==> config.mk <==
export PLATFORM = sky130hd
export DESIGN_NAME = delay_timer_sched
export DESIGN_NICKNAME = d
export VERILOG_FILES = /design/src/rtl/delay_timer_sched_pkg.sv /design/src/rtl/delay_timer_sched_rr_arbiter.sv /design/src/rtl/delay_timer_sched.sv
export SDC_FILE = /design/constraint.sdc
export NUM_CORES = 1
export LEC_CHECK = 0
export CAP_MARGIN = 40
export CORE_MARGIN = 3
export CORE_UTILIZATION = 45
export CTS_CLUSTER_SIZE = 14
export DETAILED_ROUTE_END_ITERATION = 8
export MAX_ROUTING_LAYER = met4
export PLACE_DENSITY = 0.88
export SYNTH_ARGS = -nofsm -noshare
export SYNTH_HDL_FRONTEND = slang
export SYNTH_HIERARCHICAL = 1
export SYNTH_SLANG_ARGS = --single-unit
==> constraint.sdc <==
create_clock -name clk -period 6.6 [get_ports clk]
set_clock_uncertainty 0.15 [all_clocks]
set_input_delay 1.32 -clock clk [delete_from_list [all_inputs] [get_ports clk]]
set_output_delay 1.32 -clock clk [all_outputs]
set_load 0.005 [all_outputs]
==> src/rtl/delay_timer_sched_pkg.sv <==
// rtl/delay_timer_sched_pkg.sv - shared types and round-robin search helper for delay_timer_sched
package delay_timer_sched_pkg;

    typedef enum logic [1:0] {IDLE, RUN, DONE} state_t;

    localparam int MAX_REQ   = 32;
    localparam int MAX_REQ_W = 5;

    // First set bit of req at or after ptr, wrapping at n_req-1; -1 when none.
    function automatic int next_rr_idx(input logic [MAX_REQ-1:0] req,
                                       input int n_req,
                                       input int ptr);
        int idx;
        idx = 0;
        next_rr_idx = -1;
        for (int k = MAX_REQ - 1; k >= 0; k--) begin
            if (k < n_req) begin
                idx = ptr + k;
                if (idx >= n_req) idx = idx - n_req;
                if (req[idx[MAX_REQ_W-1:0]]) next_rr_idx = idx;
            end
        end
    endfunction

endpackage

==> src/rtl/delay_timer_sched_rr_arbiter.sv <==
// rtl/delay_timer_sched_rr_arbiter.sv - combinational round-robin winner selection
module rr_arbiter
    import delay_timer_sched_pkg::*;
#(
    parameter int N_REQ = 4,
    parameter int IDX_W = $clog2(N_REQ)
) (
    input  logic [N_REQ-1:0] req_i,
    input  logic [IDX_W-1:0] ptr_i,
    output logic             valid_o,
    output logic [IDX_W-1:0] idx_o
);

    logic [MAX_REQ-1:0] req_ext;
    int                 win;

    always_comb begin
        req_ext              = '0;
        req_ext[N_REQ-1:0]   = req_i;
        win                  = next_rr_idx(req_ext, N_REQ, int'(ptr_i));
        valid_o              = (win >= 0);
        idx_o                = win[IDX_W-1:0];
    end

endmodule

==> src/rtl/delay_timer_sched.sv <==
// rtl/delay_timer_sched.sv - one shared delay counter time-multiplexed between N_REQ requesters
module delay_timer_sched
    import delay_timer_sched_pkg::*;
#(
    parameter  int N_REQ = 4,
    parameter  int W     = 8,
    localparam int IDX_W = $clog2(N_REQ)
) (
    input  logic                      clk,
    input  logic                      reset,
    input  logic [N_REQ-1:0]          req,
    input  logic [N_REQ-1:0][W-1:0]   req_delay,
    output logic [N_REQ-1:0]          grant,
    output logic [N_REQ-1:0]          done,
    output logic                      busy,
    output logic [IDX_W-1:0]          active_idx,
    output logic [W-1:0]              count
);

    state_t            state_q;
    logic [N_REQ-1:0]  grant_q, done_q;
    logic              busy_q;
    logic [IDX_W-1:0]  idx_q, ptr_q, ptr_d;
    logic [W-1:0]      count_q, delay_q;
    logic              arb_valid;
    logic [IDX_W-1:0]  arb_idx;

    function automatic logic [N_REQ-1:0] onehot(input logic [IDX_W-1:0] i);
        onehot = {{(N_REQ-1){1'b0}}, 1'b1} << i;
    endfunction

    rr_arbiter #(.N_REQ(N_REQ), .IDX_W(IDX_W)) u_arb (
        .req_i   (req),
        .ptr_i   (ptr_q),
        .valid_o (arb_valid),
        .idx_o   (arb_idx)
    );

    assign ptr_d = (idx_q == IDX_W'(N_REQ - 1)) ? '0 : idx_q + IDX_W'(1);

    always_ff @(posedge clk or posedge reset) begin
        if (reset) begin
            state_q <= IDLE;
            grant_q <= '0;
            done_q  <= '0;
            busy_q  <= 1'b0;
            idx_q   <= '0;
            ptr_q   <= '0;
            count_q <= '0;
            delay_q <= '0;
        end else begin
            case (state_q)
                IDLE: begin
                    done_q <= '0;
                    if (arb_valid) begin
                        state_q <= RUN;
                        idx_q   <= arb_idx;
                        delay_q <= req_delay[arb_idx];
                        count_q <= '0;
                        grant_q <= onehot(arb_idx);
                        busy_q  <= 1'b1;
                    end else begin
                        grant_q <= '0;
                        busy_q  <= 1'b0;
                    end
                end
                RUN: begin
                    // Withdrawal beats expiry when both happen on the same edge.
                    if (!req[idx_q]) begin
                        state_q <= IDLE;
                        grant_q <= '0;
                        busy_q  <= 1'b0;
                        ptr_q   <= ptr_d;
                    end else if (count_q == delay_q) begin
                        state_q <= DONE;
                        grant_q <= '0;
                        done_q  <= onehot(idx_q);
                        ptr_q   <= ptr_d;
                    end else begin
                        count_q <= count_q + W'(1);
                    end
                end
                DONE: begin
                    state_q <= IDLE;
                    done_q  <= '0;
                    busy_q  <= 1'b0;
                end
                default: begin
                    state_q <= IDLE;
                    grant_q <= '0;
                    done_q  <= '0;
                    busy_q  <= 1'b0;
                end
            endcase
        end
    end

    assign grant      = grant_q;
    assign done       = done_q;
    assign busy       = busy_q;
    assign active_idx = idx_q;
    assign count      = count_q;

endmodule

==> summary.txt <==
GRT Util Overall: 18.7%
Die height: 73.8 um
GRT Residual Overflow: 0
Synthesized area: 2070 um^2
CP endpoint: delay_q[3]$_DFFE_PP0P_
Clock buffer count from CTS: 5
Power Density: 442 nW/um^2
Post-route ant nets: 0
Initial Util: 47.1%
Final setup viols: 0
Die Area: 5440 um^2
#FFs+latches synth: 31
Hold path depth: 2
Status: finished clean
# hold bufs at CTS: 0
Ratio of cells with drive above 1 in the final layout: 13.9%
First-pass GRT wire length: 7580 um
Worst reg-to-reg path cell count: 9
Number of synthesized flops with an enable pin: 0
RSZ-0062 raised after global routing: no
DRC Markers: 0
Leakage Power: 1.24 nW
Final Core Density: 62.4%
Setup WS pre-CTS: 2.32 ns
Comb pwr share: 61.2%
Clock transition at path regs: 0.06 ns
H-Tree Depth: 2
# IOs: 57
Crit-path max FO: 12
Final cell count without fillers: 311
Row cnt: 24
Max_cap viols: 0
Clock share of power: 11.8%
Net count, final: 306
Wire length per cell: 14.8 um
CTS tree: done
Largest net degree at the start of global routing: 32
Fin area: 2740 um^2
Area after DPL: 2660 um^2
Post-Syn Instances: 201
Vias in the first global route: 1612
Yosys warns: 6
Initial antenna violation count: 0
Avg Cell Area, Syn: 10.3 um^2
Slew HR: 45.3%
Inst Count DP: 303
Sw frac: 43.0%
Area Overhead vs Synth: 32.5%
Core ar.: 4380 um^2
Critical Path AT: 3.95 ns
Port bufs: 56
# fillers: 352
Commonest non-fill, non-tap cells in the layout: clkdlybuf4s50_1 (56), nand2_1 (48), dfrtp_1 (31)
FF-to-FF Start: ptr_q[0]$_DFFE_PP0P_
Multi-input gate area in the final layout: 1220 um^2
Slowest cell on crit path: a2bb2oi_2
Max-slew violations: 0
Crit path cell chain: clkdlybuf4s50_1 -> mux2_4 -> a22o_1 -> a211oi_2 -> a2bb2oi_2 -> mux4_2 -> nand2_1 -> nand2_1
Net switching power: 0.520 mW
Ys async rst share: 100%
Fin crit share: 59.5%
WP buf/inv: 1
Setup slack, reg-to-reg: 2.90 ns
Worst Path Required: 6.62 ns
Sequential Area: 776 um^2
Clock Sinks: 31
Final GP Congestion: 0.872
Seq pwr share: 27.1%
Most common cell after layout, fill and taps aside: clkdlybuf4s50_1
Critical path origin: req[2]
Setup ws final: 2.67 ns
Maximum clock rate: 0.255 GHz
Endpoints failing hold: 0
First-pass iteration count of the detailed router: 4
Critical path type: in2reg
DR vias/cell: 5.33
Resize count post-CTS: 0
Worst Max-Slew Pin Slew: 0.820 ns
Min-Delay Path Class: reg2reg
Clock Tree Root: clkbuf_8
Final TNS setup: 0 ns
Tmin final: 3.93 ns
Most frequent CP cell: nand2_1
Worst setup EP type: flip-flop
Total number of vias: 1659
Synth Flop Type: dfrtp_1
HPWL Detailed: 3530 um
Violation count after the first detailed-route iteration: 101
Syn nets: 249
Delay-heaviest family, CP: compound AO/OA/AOI/OAI gates
Slowest cell delay on critical path: 0.66 ns
Reg2reg end: delay_q[3]$_DFFE_PP0P_
WL final: 4600 um
Die Width: 73.8 um
Antenna Diode Count: 0
Postcts setup bufs: 0
Post-synthesis sequential area ratio: 37.6%
Int Power: 0.689 mW
Count of cell types in the netlist: 49
Startpoint class of the critical path: input port
CTS Buffer Depth: 2
Worst-Skew Late Latency: 0.28 ns
Crit path depth: 8
Worst VDD drop: 0.000230 V
-- per-stage QoR --
step | hold slack (ns) | total power [mW]
after global routing | 0.353 | 1.31
final | 0.327 | 1.21
after floorplan | 0.315 | 0.915
after CTS | 0.335 | 1.22
after detailed placement | 0.321 | 1.07
after global placement | 0.310 | 1.04
-- cell type report --
type	instances	share of cell area, %
Tap cell	52	2.38
Timing Repair Buffer	57	20.7
Clock inverter	1	0.183
Multi-Input combinational cell	156	44.6
Sequential cell	31	28.3
Clock buffer	7	2.79
Inverter	7	0.960
-- kinds of logic after synthesis --
kind of cell             after synthesis  synth area share [%]
flip-flops                            31                  37.6
buffers and inverters                 14                  3.33
multiplexers                          24                  17.8
AND/OR/NAND/NOR                       82                  19.6
AO/OA/AOI/OAI                         30                  11.4
XOR/XNOR                              10                  4.24
adder cells (fa/ha/maj)               10                  6.06
-- synthesized netlist by cell type (2+ instances only) --
| cell type | number | share of area, % |
|---|---|---|
| mux4_2 | 8 | 8.7 |
| clkbuf_1 | 3 | 0.55 |
| ha_1 | 10 | 6.1 |
| a22o_1 | 2 | 0.85 |
| and2_1 | 2 | 0.61 |
| mux2_4 | 2 | 1.5 |
| nor2_1 | 8 | 1.5 |
| mux2_2 | 4 | 2.2 |
| o21ai_0 | 11 | 2.7 |
| a21oi_1 | 2 | 0.48 |
| nor3_1 | 3 | 0.73 |
| inv_1 | 7 | 1.3 |
| xor2_1 | 8 | 3.4 |
| dfrtp_1 | 31 | 38 |
| nand2_1 | 48 | 8.7 |
| buf_6 | 2 | 1.1 |
| nor4_4 | 2 | 2.1 |
| mux2i_1 | 9 | 4.4 |
| xnor2_1 | 2 | 0.85 |
| nand3_1 | 8 | 1.9 |
-- worst reg2reg max path: stages, from the launching register on --
cell	delay, ns
dfrtp_1	0.61
inv_1	0.20
ha_1	0.42
mux2_2	0.35
a22o_1	0.20
a211oi_2	0.27
a2bb2oi_2	0.66
mux4_2	0.60
nand2_1	0.08
nand2_1	0.05
-- routing by layer --
| layer | vias to the layer above | GRT usage [%] | share of wire [%] |
|---|---|---|---|
| met1 | 781 | 23.5 | 43 |
| met3 | 7 | 3.69 | 5.0 |
| met5 | - | - | 0 |
| met2 | 52 | 29.5 | 50 |
| li1 | 819 | - | - |
| met4 | 0 | 7.44 | 1.9 |
-- state kept, by name, indices dropped and copies added, names as in the netlist --
signal      count
active_idx      2
busy            1
grant           4
ptr_q           2
state_q         2
done            4
delay_q         8
count           8
-- power groups by stage --
stage / combinational (mW) / sequential (mW) / clock (mW)
after detailed placement: 0.744 / 0.329 / 0
after global placement: 0.718 / 0.326 / 0
after floorplan: 0.606 / 0.308 / 0
after CTS: 0.745 / 0.327 / 0.146
after global routing: 0.817 / 0.339 / 0.152
final: 0.739 / 0.327 / 0.142
-- how the worst min path moves through the flow --
stage,startpoint,endpoint
floorplan,delay_q[1]$_DFFE_PP0P_,delay_q[1]$_DFFE_PP0P_
global placement,busy$_DFFE_PP0P_,busy$_DFFE_PP0P_
detailed placement,busy$_DFFE_PP0P_,busy$_DFFE_PP0P_
CTS,busy$_DFFE_PP0P_,busy$_DFFE_PP0P_
global route,grant[0]$_DFFE_PP0P_,grant[0]$_DFFE_PP0P_
finish,busy$_DFFE_PP0P_,busy$_DFFE_PP0P_
(Power assumes the default switching activity.)
